===== config.mk =====
export PLATFORM = sky130hd
export DESIGN_NAME = cv32e40p_sleep_sequencer
export DESIGN_NICKNAME = d
export VERILOG_FILES = /design/src/rtl/cv32e40p_sleep_sequencer.sv
export SDC_FILE = /design/constraint.sdc
export NUM_CORES = 1
export LEC_CHECK = 0
export CELL_PAD_IN_SITES_DETAIL_PLACEMENT = 1
export CELL_PAD_IN_SITES_GLOBAL_PLACEMENT = 1
export CORE_MARGIN = 2
export CORE_UTILIZATION = 35
export DETAILED_ROUTE_END_ITERATION = 8
export PLACE_DENSITY = 0.79
export SYNTH_ARGS = -nofsm -noshare
export SYNTH_HDL_FRONTEND = slang
export SYNTH_SLANG_ARGS = --single-unit

===== constraint.sdc =====
create_clock -name clk_ungated_i -period 4.6 [get_ports clk_ungated_i]
set_input_delay 0.46 -clock clk_ungated_i [delete_from_list [all_inputs] [get_ports clk_ungated_i]]
set_output_delay 0.46 -clock clk_ungated_i [all_outputs]
set_load 0.03 [all_outputs]

===== src/rtl/cv32e40p_sleep_sequencer.sv =====
// Sleep sequencer: owns the core clock-enable decision and orders sleep entry
// (drain, optional timeout) and exit (settle interval) around the core clock gate.
module cv32e40p_sleep_sequencer #(
    parameter int unsigned WAKE_DELAY    = 2,
    parameter int unsigned DRAIN_TIMEOUT = 16
) (
    input  logic       clk_ungated_i,
    input  logic       rst_n,
    input  logic       fetch_enable_i,
    output logic       fetch_enable_o,
    input  logic       wfi_req_i,
    output logic       wfi_ack_o,
    input  logic       busy_i,
    input  logic       wake_i,
    input  logic       debug_req_i,
    output logic       clock_en_o,
    output logic       core_sleep_o,
    output logic       wake_done_o,
    output logic       drain_timeout_o,
    output logic [2:0] state_o
);

    typedef enum logic [2:0] {
        ST_OFF   = 3'd0,
        ST_RUN   = 3'd1,
        ST_DRAIN = 3'd2,
        ST_SLEEP = 3'd3,
        ST_WAKE  = 3'd4
    } state_e;

    // Counters are loaded with (length - 1) and run down to zero, so a DRAIN or
    // WAKE phase occupies exactly its nominal number of cycles.
    localparam logic [7:0] DRAIN_LOAD = 8'(DRAIN_TIMEOUT - 1);
    localparam logic [3:0] WAKE_LOAD  = 4'(WAKE_DELAY - 1);
    localparam logic       TIMEOUT_EN = (DRAIN_TIMEOUT != 0) ? 1'b1 : 1'b0;

    state_e     state_q;
    logic [7:0] drain_cnt_q;
    logic [3:0] wake_cnt_q;
    logic       fetch_enable_q;
    logic       wfi_ack_q;
    logic       wake_done_q;
    logic       drain_timeout_q;

    // Sequencer state, counters, sticky fetch enable and one-cycle pulses.
    always_ff @(posedge clk_ungated_i or negedge rst_n) begin
        if (!rst_n) begin
            state_q         <= ST_OFF;
            drain_cnt_q     <= 8'd0;
            wake_cnt_q      <= 4'd0;
            fetch_enable_q  <= 1'b0;
            wfi_ack_q       <= 1'b0;
            wake_done_q     <= 1'b0;
            drain_timeout_q <= 1'b0;
        end else begin
            wfi_ack_q       <= 1'b0;
            wake_done_q     <= 1'b0;
            drain_timeout_q <= 1'b0;

            if (fetch_enable_i) begin
                fetch_enable_q <= 1'b1;
            end

            case (state_q)
                ST_OFF: begin
                    if (fetch_enable_i) begin
                        state_q <= ST_RUN;
                    end
                end

                ST_RUN: begin
                    if (wfi_req_i && !debug_req_i) begin
                        state_q     <= ST_DRAIN;
                        drain_cnt_q <= DRAIN_LOAD;
                    end
                end

                // Wake/debug abort sleep entry without an acknowledge.
                ST_DRAIN: begin
                    if (debug_req_i || wake_i) begin
                        state_q <= ST_RUN;
                    end else if (!wfi_req_i) begin
                        state_q <= ST_RUN;
                    end else if (!busy_i) begin
                        state_q   <= ST_SLEEP;
                        wfi_ack_q <= 1'b1;
                    end else if (TIMEOUT_EN && (drain_cnt_q == 8'd0)) begin
                        state_q         <= ST_RUN;
                        drain_timeout_q <= 1'b1;
                    end else begin
                        drain_cnt_q <= drain_cnt_q - 8'd1;
                    end
                end

                ST_SLEEP: begin
                    if (wake_i || debug_req_i) begin
                        state_q    <= ST_WAKE;
                        wake_cnt_q <= WAKE_LOAD;
                    end
                end

                ST_WAKE: begin
                    if (wake_cnt_q == 4'd0) begin
                        state_q     <= ST_RUN;
                        wake_done_q <= 1'b1;
                    end else begin
                        wake_cnt_q <= wake_cnt_q - 4'd1;
                    end
                end

                default: begin
                    state_q <= ST_OFF;
                end
            endcase
        end
    end

    // The gate enable and sleep indication are pure decodes of the state register.
    assign clock_en_o      = (state_q == ST_RUN) || (state_q == ST_DRAIN) || (state_q == ST_WAKE);
    assign core_sleep_o    = (state_q == ST_SLEEP);
    assign fetch_enable_o  = fetch_enable_q;
    assign wfi_ack_o       = wfi_ack_q;
    assign wake_done_o     = wake_done_q;
    assign drain_timeout_o = drain_timeout_q;
    assign state_o         = state_q;

endmodule


==> results.json <==
{
  "status": "finished, final reports clean",
  "final.setup.tns_ns": 0,
  "synthMuxAreaShare_pct": 5.439,
  "worstMarginPinSlew_ns": 0.8648,
  "clock_skew_ns": 0.004289,
  "postCtsSetupBuffers": 0,
  "synthFlopType": "dfrtp_1",
  "fmax_ghz": 0.3704,
  "numCtsBuffers": 3,
  "drc": 0,
  "die_area_mm2": 0.003901,
  "cap_violations": 0,
  "hold_path.class": "reg -> reg",
  "fillers": 394,
  "cp_max_fo": 12,
  "drtAntennaViolNets": 0,
  "powerDensity_mw_per_mm2": 482.3,
  "die_width_um": 62.46,
  "clock-root-buffer": "clkbuf_4",
  "power.static_leakage_nw": 0.5904,
  "ys_types": 46,
  "cp.required_ns": 4.14,
  "synth_top_family_by_area": "simple AND/OR/NAND/NOR gates",
  "grt_max_degree": 20,
  "io_pins": 16,
  "wl_mm": 2.542,
  "numPortBuffers": 15,
  "yosysWarnings": 0,
  "synth_fp_nets": 134,
  "grt_pass1_vias": 1017,
  "viasPerCell": 5.214,
  "drv_slew": 0,
  "fin_crit_sh_pct": 58.70,
  "rows": 21,
  "cts_tree": "yes",
  "gr-total-overflow": 0,
  "mostFrequentLayoutCell": "dfrtp_1",
  "nets": 148,
  "met2_wirelength_mm": 1.219,
  "synth_top_area_cell": "dfrtp_1",
  "htreeDepth": 1,
  "synth_compound_area_share_pct": 13.39,
  "grt_first_pass_wirelength_mm": 4.678,
  "synth_cells": 123,
  "wl_met1_mm": 1.211,
  "power_uw": 669.8,
  "synth_area_leaders": "dfrtp_1 (40%), nand2_1 (5.0%), ha_1 (4.2%)",
  "syn_area_mm2": 0.001196,
  "crit_type": "reg -> out",
  "mostFrequentLayoutCells": "dfrtp_1 (19), nand2_1 (16), clkdlybuf4s50_1 (15)",
  "ys_async_sr_fraction_pct": 100.0,
  "dr_wl_met3_um": 73,
  "insertion_delay_ns": 0.31,
  "clk_pin_slew_worst_paths_ns": 0.11,
  "ys_ff_latch": 19,
  "synth_top_area_share_pct": 39.75,
  "antenna_found_initial": 0,
  "globalplace.congestion": 0.7542,
  "hold_buffers": 0,
  "syn_area_per_cell_um2": 9.725,
  "synthSimpleGateAreaFrac_pct": 28.35,
  "drt_iter0_drc": 30,
  "via_count": 949,
  "wire_per_inst_um": 13.97,
  "critPathLaunchType": "flop",
  "fin_crit_ns": 2.700,
  "slew_headroom_pct": 42.17,
  "peakVddDrop_mv": 0.2826,
  "synth_xor_area_share_pct": 2.197,
  "fp.dieH_um": 62.46,
  "grt_use_total_pct": 14.88,
  "syn2layout_area_growth_pct": 16.11,
  "initial_core_util_pct": 36.13,
  "clock_sinks": 19,
  "hold_viol_final": 0,
  "synth_seq_area_share_pct": 39.75,
  "insertedDiodeCount": 0,
  "crit_path_end_kind": "primary output",
  "coreArea_mm2": 0.003311,
  "hpwl_mm": 1.946,
  "synth_fa_ha_area_share_pct": 4.184,
  "critPathArrivalTime_ns": 2.24,
  "rsz0062_at_grt": "false",
  "clockBufferDepth": 2,
  "firstDrtPassIters": 4,
  "highest_layer": "met4",
  "synth_edf_count": 0,
  "final_util_pct": 41.95,
  "cts_resized": 0,
  "finalSetupViolCount": 0,
  "drive_gt1_share_pct": 11.76
}
where the power goes:
part / total [mW] / internal, mW / switching [mW]
logic: 0.317 / 0.141 / 0.176
registers: 0.262 / 0.203 / 0.0594
clock network: 0.0902 / 0.0325 / 0.0577
total: 0.670 / 0.376 / 0.293
registers in the layout, summed over array words and instances (netlist names):
register	flops
wake_cnt_q	4
drain_cnt_q	8
drain_timeout_o	1
fetch_enable_o	1
wake_done_o	1
wfi_ack_o	1
state_o	3
layout make-up:
| type | count | area (um2) | area share (%) |
|---|---|---|---|
| timing repair buffer | 15 | 150.1 | 10.81 |
| sequential | 19 | 475.5 | 34.23 |
| inverter | 10 | 37.54 | 2.703 |
| clock inverter | 1 | 5.005 | 0.3604 |
| multi-input combinational | 88 | 640.6 | 46.13 |
| tap | 46 | 57.56 | 4.144 |
| clock buffer | 3 | 22.52 | 1.622 |
Yosys cell counts (all sizes together), types with 2 or more instances:
master / instances
dfrtp: 19
nand2: 16
inv: 10
nor2: 8
buf: 6
nand2b: 6
a211oi: 5
mux2i: 5
ha: 4
o21ai: 4
nand3: 3
nor3: 3
nor3b: 3
and3b: 2
or3: 2
or4: 2
xor2: 2
stage by stage:
step / setup WS [ns] / std cells / area, um2 / hold WS (ns)
finish: 1.900 / 182 / 1389 / 0.4874
global route: 1.765 / 182 / 1389 / 0.5308
CTS: 1.899 / 182 / 1389 / 0.4975
detailed placement: 2.261 / 178 / 1361 / 0.4658
global placement: 2.319 / 178 / 1361 / 0.4514
floorplan: 2.634 / 123 / 1196 / 0.1644
per-layer routing:
metal / global-route usage (%) / vias to the layer above
li1: - / 453
met1: 18.91 / 480
met2: 24.60 / 12
met3: 2.883 / 4
met4: 6.389 / 0
met5: 0 / -
path summary, 6_finish.rpt:
check                                     from             end  slack [ns]  depth (start not counted)
worst max-delay path                state_o[0]      clock_en_o        1.90                          4
worst min-delay path            fetch_enable_o  fetch_enable_o        0.49                          1
worst max register to register      state_o[1]  drain_cnt_q[2]        2.60                          4
worst min register to register  fetch_enable_o  fetch_enable_o        0.49                          1
max in group asynchronous                rst_n      state_o[1]        3.44                          1
min in group asynchronous                rst_n  drain_cnt_q[3]        0.63                          1
worst max-delay path, stage by stage (launching register included):
cell,delay [ns]
dfrtp_1,0.58
inv_1,0.13
or3_1,0.40
o21ai_0,0.10
clkdlybuf4s50_1,0.71
cell families after synthesis:
| family | Yosys count |
|---|---|
| simple gates | 56 |
| fa+ha+maj | 4 |
| mux | 6 |
| xor+xnor | 3 |
| buf+inv | 16 |
| flops | 19 |
| compound gates | 19 |
(Power assumes the default switching activity.)
